**config.mk**
```make
export PLATFORM = sky130hd
export DESIGN_NAME = comparador_sequencial
export DESIGN_NICKNAME = d
export VERILOG_FILES = /design/src/rtl/comparador_sequencial.sv
export SDC_FILE = /design/constraint.sdc
export NUM_CORES = 1
export LEC_CHECK = 0
export CAP_MARGIN = 10
export CORE_UTILIZATION = 47
export CTS_BUF_LIST = sky130_fd_sc_hd__clkbuf_4 sky130_fd_sc_hd__clkbuf_8
export DETAILED_ROUTE_END_ITERATION = 12
export PLACE_DENSITY_LB_ADDON = 0.15
export SLEW_MARGIN = 20
export SYNTH_ARGS = -nofsm -noshare
export SYNTH_HDL_FRONTEND = slang
export SYNTH_SLANG_ARGS = --single-unit
```
**constraint.sdc**
```tcl
create_clock -name clk -period 1.94 [get_ports clk]
set_clock_uncertainty 0.05 [all_clocks]
set_input_delay 0.194 -clock clk [delete_from_list [all_inputs] [get_ports clk]]
set_output_delay 0.194 -clock clk [all_outputs]
set_load 0.01 [all_outputs]
```
**src/rtl/comparador_sequencial.sv**
```systemverilog
// rtl/comparador_sequencial.sv - bit-serial MSB-first unsigned magnitude comparator
module comparador_sequencial #(
    parameter int WIDTH = 4
) (
    input  logic             clk,
    input  logic             rst_n,
    input  logic             start,
    input  logic [WIDTH-1:0] a,
    input  logic [WIDTH-1:0] b,
    output logic             busy,
    output logic             done,
    output logic             gt,
    output logic             lt,
    output logic             eq
);

    localparam int IW = (WIDTH > 1) ? $clog2(WIDTH) : 1;

    typedef enum logic [1:0] {
        IDLE    = 2'd0,
        COMPARE = 2'd1,
        DONE    = 2'd2
    } state_t;

    state_t          state;
    logic [WIDTH-1:0] a_q;
    logic [WIDTH-1:0] b_q;
    logic [IW-1:0]    idx;

    // Control FSM: capture operands, walk bit pairs from the MSB, stop at the first difference or bit 0
    always_ff @(posedge clk or negedge rst_n) begin
        if (!rst_n) begin
            state <= IDLE;
            a_q   <= '0;
            b_q   <= '0;
            idx   <= '0;
            busy  <= 1'b0;
            done  <= 1'b0;
            gt    <= 1'b0;
            lt    <= 1'b0;
            eq    <= 1'b0;
        end else begin
            case (state)
                IDLE: begin
                    done <= 1'b0;
                    if (start) begin
                        a_q   <= a;
                        b_q   <= b;
                        idx   <= IW'(WIDTH - 1);
                        gt    <= 1'b0;
                        lt    <= 1'b0;
                        eq    <= 1'b0;
                        busy  <= 1'b1;
                        state <= COMPARE;
                    end
                end
                COMPARE: begin
                    if (a_q[idx] && !b_q[idx]) begin
                        gt    <= 1'b1;
                        done  <= 1'b1;
                        state <= DONE;
                    end else if (!a_q[idx] && b_q[idx]) begin
                        lt    <= 1'b1;
                        done  <= 1'b1;
                        state <= DONE;
                    end else if (idx == '0) begin
                        // Every bit pair matched: operands are equal
                        eq    <= 1'b1;
                        done  <= 1'b1;
                        state <= DONE;
                    end else begin
                        idx <= idx - IW'(1);
                    end
                end
                DONE: begin
                    // Result flags stay put until the next accepted start
                    done  <= 1'b0;
                    busy  <= 1'b0;
                    state <= IDLE;
                end
                default: begin
                    done  <= 1'b0;
                    busy  <= 1'b0;
                    state <= IDLE;
                end
            endcase
        end
    end

endmodule

```
==> run_results.csv, run 1 <==
group,metric,value,unit
worst_setup_path,cp_num_buf_inv,0,
placement,dpl_worst_slack,-34.1,ps
floorplan,rows,14,
layout,postLayoutCoreUtil,0.688,
yosys,syn_area,812,sq um
layout,area_growth,32.0,%
floorplan,dieArea,0.00190,sq mm
worst_setup_path,cp-end-kind,"register",
worst_setup_path,crit_cells,5,
yosys,ys_ff_latch,17,
yosys,synth_top_family_by_area,"multiplexers",
power_and_ir_drop,fin_total_pwr,1.72,mW
floorplan,design.portCount,16,
yosys,syn_inst,64,
yosys,ys_types,19,
floorplan,start_util,0.521,
worst_setup_path,path_class,"reg2reg",
sta,fmax,516,MHz
worst_setup_path,path_cells,"mux4_2 > ha_4 > nor4b_4 > a211oi_1 > a311oi_1",
sta,slew_violations,0,
layout,final_cell_area,0.00107,sq mm
layout,nNetsFinal,104,
worst_setup_path,worstReg2RegEnd,"idx[0]",
global_routing,first_global_vias,595,
worst_setup_path,worst-endpoint-required,2090,ps
clock_tree,cts_tree,"done",
worst_setup_path,slowest_delay,560,ps
layout,n_antenna_cell,0,
global_routing,met1_usage,0.268,
global_routing,grt_first_pass_wirelength,2.63,mm
sta,final-hold-violation-count,0,
sta,fin_hold_ws,165,ps
worst_setup_path,worstPathArrival,2080,ps
worst_setup_path,crit_path_end,"idx[0]",
detailed_routing,drt-vias-per-instance,5.42,
yosys,yosysSeqAreaShare,0.524,
sta,worst_slew_pin_slew,297,ps
global_routing,grtUsageMet2,0.293,
placement,post_dp_cell_area,0.00101,sq mm
layout,final_cell_count_no_fill,105,
outcome,violations,"DRC",
hold_path,hold_path.class,"in2async",
yosys,synth_mux_area_frac,0.179,
sta,grt_setup_unrepaired,"true",
worst_setup_path,cp-startpoint,"idx[0]",
worst_setup_path,reg2regPathDepth,5,
global_routing,antenna_found_initial,0,
sta,finalWorstSetupSlack,2.50,ps
clock_tree,clkTransAtPathRegs,100,ps
placement,hpwl,1.07,mm
clock_tree,cts_root_buf,"clkbuf_4",
yosys,syn_avg_cell_area,12.7,sq um
yosys,synth_warnings,0,
global_routing,grt_max_degree,18,
clock_tree,cts_buffers,3,
clock_tree,clock_latency,290,ps
global_routing,met3_usage,0.0417,
yosys,synthAdderAreaFrac,0.0462,
power_and_ir_drop,ir_drop,0.778,mV
placement,portBuffers,15,
layout,layout_commonest_cell,"dfrtp_1",
worst_setup_path,start_kind,"register",
layout,drive_gt1_frac,0.292,
sta,period_share,0.999,
worst_setup_path,crit_path_max_fanout,3,
clock_tree,numClockSinks,17,
worst_setup_path,cp_top_family,"multiplexers",
layout,final_cell_mix,"dfrtp_1, clkdlybuf4s50_1, nor2_1, mux2_2",
clock_tree,hold_buffers,0,
clock_tree,cts_htree_levels,1,
sta,finalSetupViolCount,0,
placement,dp_cells,99,
worst_setup_path,critPathSlowestCell,"mux4_2",
sta,max_slew_margin,0.802,
detailed_routing,vias,569,
sta,tns,0,ps
detailed_routing,drt_iter0_drc,9,
detailed_routing,drc,2,
global_routing,grt-ovfl-total,0,
placement,place_congestion,0.851,
floorplan,dieWidth,43.6,microns
outcome,outcome,"complete, but fails checks",
worst_setup_path,rrSetupSlack,2,ps
floorplan,core,0.00156,sq mm
power_and_ir_drop,powerDensity,1610,mW/mm^2
yosys,synth_nets,78,
global_routing,grt.total_usage,0.195,
yosys,synthXorXnorAreaFrac,0,
power_and_ir_drop,total_leakage_power,0.480,nW
detailed_routing,postRouteAntennaNets,0,
yosys,synth_compound_area_frac,0.0909,
global_routing,busiest_layer,"met2",
yosys,yosys.area_share.simple,0.119,
run,cap_violations,0,
detailed_routing,dr.pass1.iters,8,
sta,period_minus_slack,1940,ps
detailed_routing,routed_wl,1.49,mm
floorplan,fp.dieH,43.6,microns
detailed_routing,routedWlPerCell,14.2,microns
clock_tree,clock_path_buffers,2,
worst_setup_path,r2r_start,"idx[0]",
synthesized netlist by cell type:
cell type	count	share of area
nor2_1	8	0.037
a31oi_1	1	0.0077
mux2i_1	1	0.012
ha_1	3	0.046
mux4_2	2	0.055
a21o_1	1	0.0092
nor2b_1	2	0.015
inv_1	7	0.032
dfrtp_1	17	0.52
a311oi_1	2	0.022
nor3_1	1	0.0062
a21boi_0	1	0.0092
buf_4	1	0.0092
a211oi_1	2	0.018
mux2_2	8	0.11
nor2_4	1	0.014
nor4b_4	1	0.029
a21oi_1	4	0.025
nand2b_4	1	0.017
how the worst min path moves through the flow:
stage	start	end	cells past startpoint
3_3_place_gp	busy	busy	1
5_1_grt	rst_n	a_q[0]	2
2_1_floorplan	rst_n	a_q[0]	0
4_1_cts	rst_n	a_q[1]	2
3_5_place_dp	busy	busy	1
6_report	rst_n	a_q[0]	2
power by group:
group          internal [mW]  total, mW  leakage, nW  switching (mW)
Sequential             0.505      0.620        0.204           0.115
Combinational          0.519      0.897        0.258           0.377
Clock                 0.0940      0.207       0.0184           0.113
final cells by class:
cell class / count / area (sq um)
clock buffers: 4 / 30.0
fillers: 122 / 487
inverters: 7 / 26.3
multi-input cells: 39 / 368
flip-flops and latches: 17 / 425
well taps: 16 / 20.0
repair buffers: 22 / 203
registers in the layout (all words and copies together), names as in the netlist:
signal	count
a_q	4
b_q	4
idx	2
state	2
busy	1
done	1
eq	1
gt	1
lt	1
logic make-up after synthesis:
family / after synthesis
buf+inv: 8
compound gates: 11
mux: 11
fa+ha+maj: 3
flops: 17
simple gates: 14
layer usage:
layer	vias to the layer above	wire, microns
met5	-	0
met3	4	54
met4	0	24
li1	276	-
met2	12	679
met1	277	734
worst reg2reg max path, stage by stage (launching register included):
cell and delay, ps:
dfrtp_1 420, mux4_2 560, ha_4 190, nor4b_4 320
a211oi_1 90, a311oi_1 210
what timing repair did:
item | in CTS | in global routing
setup endpoints to repair | 2 | 2
endpoints found under the hold margin | 0 | 0
pin swaps | 3 | 0
resized for setup | 2 | 0
buffers inserted | 2 | 0
Power figures use the tool's default switching activity.
==> run 2, diff against run 1 <==
Settings changed: CAP_MARGIN 10 to unset.
==> results of run 2 <==
Final layout, timing and power as in run 1 (identical DEF).
==> run 3, diff against run 2 <==
Clock period 1.94 ns to 1.6 ns, I/O delays scaled along.
==> run_results.csv, run 3 (synthesized netlist as in run 1, its figures left out) <==
group,metric,value,unit
sta,slew_violations,0,
layout,drive_gt1_frac,0.372,
detailed_routing,drt_iter0_drc,15,
sta,finalWorstSetupSlack,-338,ps
sta,worst_slew_pin_slew,292,ps
outcome,outcome,"complete, but fails checks",
placement,hpwl,1.11,mm
sta,final-hold-violation-count,0,
floorplan,rows,14,
placement,dpl_worst_slack,-326,ps
clock_tree,cts_buffers,3,
placement,portBuffers,15,
worst_setup_path,rrSetupSlack,-340,ps
floorplan,core,0.00156,sq mm
power_and_ir_drop,ir_drop,1.14,mV
global_routing,first_global_vias,614,
layout,final_cell_mix,"dfrtp_1, clkdlybuf4s50_1, buf_4",
global_routing,grt_max_degree,18,
worst_setup_path,path_cells,"mux4_2 > ha_4 > nor4b_4 > a211oi_1 > a311oi_1",
placement,dp_cells,102,
clock_tree,clock_path_buffers,2,
global_routing,grt_first_pass_wirelength,2.75,mm
layout,n_antenna_cell,0,
sta,tns,-1950,ps
sta,grt_setup_unrepaired,"true",
sta,period_share,1.21,
clock_tree,cts_htree_levels,1,
detailed_routing,dr.pass1.iters,8,
worst_setup_path,slowest_delay,570,ps
sta,period_minus_slack,1940,ps
global_routing,antenna_found_initial,0,
worst_setup_path,path_class,"reg2reg",
worst_setup_path,reg2regPathDepth,5,
floorplan,start_util,0.521,
clock_tree,numClockSinks,17,
worst_setup_path,crit_path_max_fanout,4,
layout,final_cell_count_no_fill,110,
detailed_routing,drt-vias-per-instance,5.45,
layout,layout_commonest_cell,"dfrtp_1",
floorplan,fp.dieH,43.6,microns
worst_setup_path,start_kind,"register",
power_and_ir_drop,powerDensity,2040,mW/mm^2
worst_setup_path,cp_top_family,"multiplexers",
hold_path,hold_path.class,"in2async",
detailed_routing,vias,600,
worst_setup_path,worstPathArrival,2080,ps
floorplan,dieArea,0.00190,sq mm
detailed_routing,routedWlPerCell,14.1,microns
sta,finalSetupViolCount,8,
detailed_routing,postRouteAntennaNets,0,
clock_tree,clkTransAtPathRegs,90,ps
global_routing,grt-ovfl-total,0,
detailed_routing,routed_wl,1.55,mm
sta,max_slew_margin,0.805,
detailed_routing,drc,2,
worst_setup_path,worstReg2RegEnd,"idx[0]",
global_routing,grt.total_usage,0.203,
power_and_ir_drop,total_leakage_power,0.517,nW
floorplan,design.portCount,16,
run,cap_violations,0,
worst_setup_path,worst-endpoint-required,1740,ps
clock_tree,cts_root_buf,"clkbuf_4",
sta,fmax,516,MHz
worst_setup_path,critPathSlowestCell,"mux4_2",
layout,nNetsFinal,109,
placement,place_congestion,0.843,
layout,largestRegisters,"a_q (4), b_q (4)",
clock_tree,clock_latency,280,ps
worst_setup_path,cp-end-kind,"register",
outcome,violations,"DRC, setup timing",
floorplan,dieWidth,43.6,microns
worst_setup_path,r2r_start,"idx[0]",
worst_setup_path,cp_num_buf_inv,0,
layout,area_growth,42.2,%
clock_tree,cts_tree,"done",
==> run 3: worst max-delay path by stage <==
| stage | endpoint | cells after the start | start |
|---|---|---|---|
| CTS | idx[0] | 5 | idx[0] |
| finish | idx[0] | 5 | idx[0] |
| detailed placement | idx[1] | 5 | idx[0] |
| global route | idx[1] | 5 | idx[0] |
| floorplan | idx[0] | 5 | idx[0] |
| global placement | idx[0] | 5 | idx[0] |
==> run 3: timing repair <==
item | 4_1_cts | 5_1_grt
gates resized for setup | 5 | 4
pin swaps | 3 | 5
setup buffers | 3 | 1
hold buffers | 0 | 0
endpoints found under the setup margin | 8 | 8
cloned | 0 | 0
==> run 3: worst register-to-register path, stage by stage (launching register included) <==
cell and delay [ps]:
dfrtp_1 420, mux4_2 570, ha_4 200, nor4b_4 330, a211oi_1 90, a311oi_1 200
==> run 3: per-stage QoR <==
stage                     hold slack, ps  cell area [sq um]  power, mW  utilization
after floorplan                     -186                837       1.50            -
after global placement               418               1070       1.83        0.688
after detailed placement             417               1070       1.88        0.688
after CTS                            144               1130       2.27        0.726
after global routing                 153               1150       2.55        0.741
final                                145               1150       2.36        0.741
==> run 3: area by class of cell <==
| type | count | area [sq um] |
|---|---|---|
| flip-flops and latches | 17 | 425 |
| inverters | 7 | 28.8 |
| fillers | 113 | 404 |
| multi-input cells | 39 | 390 |
| repair buffers | 27 | 260 |
| well taps | 16 | 20.0 |
| clock buffers | 4 | 30.0 |
==> run 3: power by group <==
group / switching (mW) / leakage [nW] / internal [mW] / total (mW)
registers: 0.137 / 0.204 / 0.612 / 0.750
logic: 0.540 / 0.294 / 0.829 / 1.37
clock network: 0.126 / 0.0184 / 0.114 / 0.239
==> run 3: metal layers <==
layer / part of all wire / vias up / global-route usage
met4: 0.012 / 0 / 0.0938
met2: 0.52 / 16 / 0.337
li1: - / 285 / -
met1: 0.42 / 297 / 0.265
met3: 0.044 / 2 / 0.0250
met5: 0 / - / 0
==> patch 1: new RTL, settings of run 1 <==
Set the parameter `WIDTH` to 8 (it was 4).
--- a/src/rtl/comparador_sequencial.sv
+++ b/src/rtl/comparador_sequencial.sv
@@ -1,6 +1,6 @@
 // rtl/comparador_sequencial.sv - bit-serial MSB-first unsigned magnitude comparator
 module comparador_sequencial #(
-    parameter int WIDTH = 4
+    parameter int WIDTH = 8
 ) (
     input  logic             clk,
     input  logic             rst_n,
Interface: changed (resized a and b); port bits go from 16 to 24. The function was not compared with the original's and may differ.
==> patch 1 against run 1 <==
- the flow finishes with violations (setup timing)
- sequential cell count increased by 9
- total power increased by 49%
- synthesized cell count increased by 52%
- area after synthesis increased by 56%
- routed wire length increased by 48%
- design area increased by 50%
- worst setup slack got worse by 0.13 ns
- die area increased by 54%
- cell count increased by 50%
- critical path type unchanged
==> patch 1: results <==
[synth]
synth_compound_area_share_pct = 5.71
avgSynthCellArea_um2 = 13.1
ys_seq_area_share_pct = 51.2
synthMuxAreaShare_pct = 24.0
yosys.area_share.adder_pct = 3.94
synth_common_cells = "dfrtp_1, mux2_2, nand2_1, a21oi_1, nor2_1"

[grt]
grt_pass1_vias = 805
grt_max_degree = 27

[worst_setup_path]
r2r_cells = 7
worstPathArrival_ns = 2.27
cp_max_fo = 6

[outcome]
status = "finished, violations left"
failed_checks = "setup timing"

[clock_tree]
insertion_delay_ns = 0.32

[routing]
viasPerCell = 5.34
drt_pass1_iterations = 5
first_iter_violations = 13
routed_wl_um = 2210

[timing]
tns_ns = -0.459
timing.slew.headroom_pct = 78.2
setup_viol = 5
fin_ws_ns = -0.132

[power]
leakagePower_nw = 0.693
ir_worst_vdd_v = 0.000807

[place]
gp_congestion = 0.849

[final_layout]
layout-drive-gt1-share_pct = 30.7
==> patch 1: worst max-delay path: stages, from the launching register on <==
cell and delay [ns]:
dfrtp_2 0.48, mux4_2 0.53, nand2_2 0.09, nand2_2 0.06
ha_4 0.17, nor4b_4 0.29, o32ai_1 0.12, a22oi_1 0.21
==> patch 1: layout make-up <==
cell class	count	area, um2
Timing Repair Buffer	30	283
Multi-Input combinational cell	63	596
Tap cell	30	37.5
Fill cell	200	913
Inverter	5	18.8
Sequential cell	26	652
Clock buffer	3	22.5
==> patch 1: path summary, 6_finish.rpt <==
check | startpoint | end | slack, ns
max in group asynchronous | rst_n | idx[0] | 1.41
min reg2reg | a_q[0] | a_q[0] | 0.47
max | idx[0] | idx[2] | -0.13
min in group clk | a[6] | a_q[6] | 0.42
min | rst_n | lt | 0.16
max reg2reg | idx[0] | idx[2] | -0.13
==> patch 1: per-stage QoR <==
step	worst slack [ns]	instance area [um2]	total power [mW]	utilization, %	hold WS (ns)
4_1_cts	-0.122	1610	2.58	63.6	0.169
3_3_place_gp	-0.168	1570	2.26	62.2	0.415
3_5_place_dp	-0.197	1570	2.31	62.2	0.444
5_1_grt	-0.225	1610	2.78	63.8	0.213
2_1_floorplan	-0.00595	1280	1.94	-	-0.152
6_report	-0.132	1610	2.57	63.8	0.163
==> patch 1: where the power goes <==
group | switching, mW | internal [mW] | leakage (nW) | total (mW)
Sequential | 0.198 | 0.789 | 0.307 | 0.987
Combinational | 0.537 | 0.812 | 0.372 | 1.35
Clock | 0.157 | 0.0729 | 0.0138 | 0.230
Total | 0.893 | 1.67 | 0.693 | 2.57
==> patch 1: logic make-up (layout without fill, tap and decap cells) <==
kind of cell | Yosys count | count (layout)
flip-flops | 26 | 26
AO/OA/AOI/OAI | 12 | 12
multiplexers | 22 | 22
adder cells (fa/ha/maj) | 4 | 4
AND/OR/NAND/NOR | 25 | 25
buffers and inverters | 8 | 38
==> patch 1: what timing repair did <==
item / 4_1_cts / 5_1_grt
setup buffers: 1 / 0
resized for setup: 3 / 1
cloned: 0 / 0
setup endpoints to repair: 5 / 6
pin swaps: 2 / 0
==> patch 1: layer usage <==
layer | GRT usage (%) | up-vias | part of all wire, %
li1 | - | 403 | -
met1 | 21.5 | 409 | 44
met5 | 0 | - | 0
met4 | 10.3 | 0 | 2.1
met3 | 2.54 | 4 | 3.8
met2 | 31.5 | 23 | 51
==> patch 2: new RTL, config.mk and constraints of run 1 <==
Made on the original files. Register the inputs `start`, `a` and `b` before use. The logic sees them one clock later.
--- a/src/rtl/comparador_sequencial.sv
+++ b/src/rtl/comparador_sequencial.sv
@@ -22,6 +22,16 @@
         DONE    = 2'd2
     } state_t;
 
+    logic start_q;
+    logic [WIDTH-1:0] a_r;
+    logic [WIDTH-1:0] b_r;
+
+    always_ff @(posedge clk) begin
+        start_q <= start;
+        a_r     <= a;
+        b_r     <= b;
+    end
+
     state_t          state;
     logic [WIDTH-1:0] a_q;
     logic [WIDTH-1:0] b_q;
@@ -43,9 +53,9 @@
             case (state)
                 IDLE: begin
                     done <= 1'b0;
-                    if (start) begin
-                        a_q   <= a;
-                        b_q   <= b;
+                    if (start_q) begin
+                        a_q   <= a_r;
+                        b_q   <= b_r;
                         idx   <= IW'(WIDTH - 1);
                         gt    <= 1'b0;
                         lt    <= 1'b0;
Behaviour: not the same (a bounded check fails within 4 cycles, from zero or initial values and one cycle with rst_n low).
==> patch 2 against run 1 <==
- design area up 18%
- area after synthesis up 25%
- count of clock-buffer cells in the layout unchanged
- routed wire length up 8.2%
- cell count up 16%
- worst setup slack better by 0.026 ns
- global-route usage down 3.3 points
- sequential cell count up 9
- total power up 18%
- critical endpoint unchanged
- largest power group unchanged
==> patch 2: results <==
[grt]
track_usage_pct = 16.2
grt_util_met2_pct = 28.4
grt_pass1_wl_um = 2790
met1_usage_pct = 18.1
met3_usage_pct = 3.77
grt_max_degree = 15

[routing]
wl_met1_um = 682
viasPerCell = 5.04
first_iter_violations = 3
wl_met3_um = 49
post_drt_wl_per_cell_um = 13.2
route.met2.wl_um = 851
drt_pass1_iterations = 3
routed_wl_um = 1620

[synth]
synth_compound_area_share_pct = 8.48
synth_nets = 88
synthCells = 74
synth_cell_types = 21
synthMuxAreaShare_pct = 14.3
ys_seq_area_share_pct = 59.5
async_flop_share_pct = 65.4
yosys.area_share.adder_pct = 3.69
yosys-top-cells-area = "dfrtp_1, dfxtp_1, mux2_2, mux4_2, ha_1"

[power]
p_sw_share_pct = 33.9
ir_worst_vdd_v = 0.000874
leakagePower_nw = 0.554

[final_layout]
fill_cells = 162
layout-drive-gt1-share_pct = 27.4
finish.net_count = 110

[place]
gp_congestion = 0.843
dp_hpwl_um = 1200
dpl_cell_area_um2 = 1210
placed_cells = 117
place_ws_ns = -0.00167

[outcome]
status = "complete, no violations"

[worst_setup_path]
cp_slowest_stage_delay_ns = 0.56
worstPathArrival_ns = 2.06
critPathSlowestCell = "mux4_2"

[clock_tree]
insertion_delay_ns = 0.31
cts.clk_slew.worst_paths_ns = 0.13
## patch 2: what timing repair did
item                       4_1_cts  5_1_grt
buffers inserted                 0        1
pin swaps                        1        5
setup endpoints to repair        2        3
gates resized for setup          2        1
## patch 2: power groups by stage
stage                     Combinational [mW]  Clock (mW)  Sequential [mW]
final                                  0.921       0.263            0.842
after global routing                    1.03       0.300            0.870
after CTS                              0.867       0.274            0.842
after detailed placement               0.850           0            0.855
after global placement                 0.823           0            0.852
after floorplan                        0.674           0            0.813
## patch 2: final timing paths
kind	end	start	slack, ns
max reg2reg	idx[0]	idx[0]	0.03
min reg2reg	a_q[2]	a_r[2]	0.43
max	idx[0]	idx[0]	0.03
min	a_q[1]	rst_n	0.12
max in group asynchronous	b_q[0]	rst_n	1.24
min in group clk	a_r[2]	a[2]	0.26
## patch 2: layout make-up
class,count,area (um2),share of cell area (%)
clock buffers,4,36.3,2.87
inverters,8,30.0,2.37
flip-flops and latches,26,607,47.9
well taps,27,33.8,2.67
repair buffers,18,173,13.6
multi-input cells,39,387,30.5
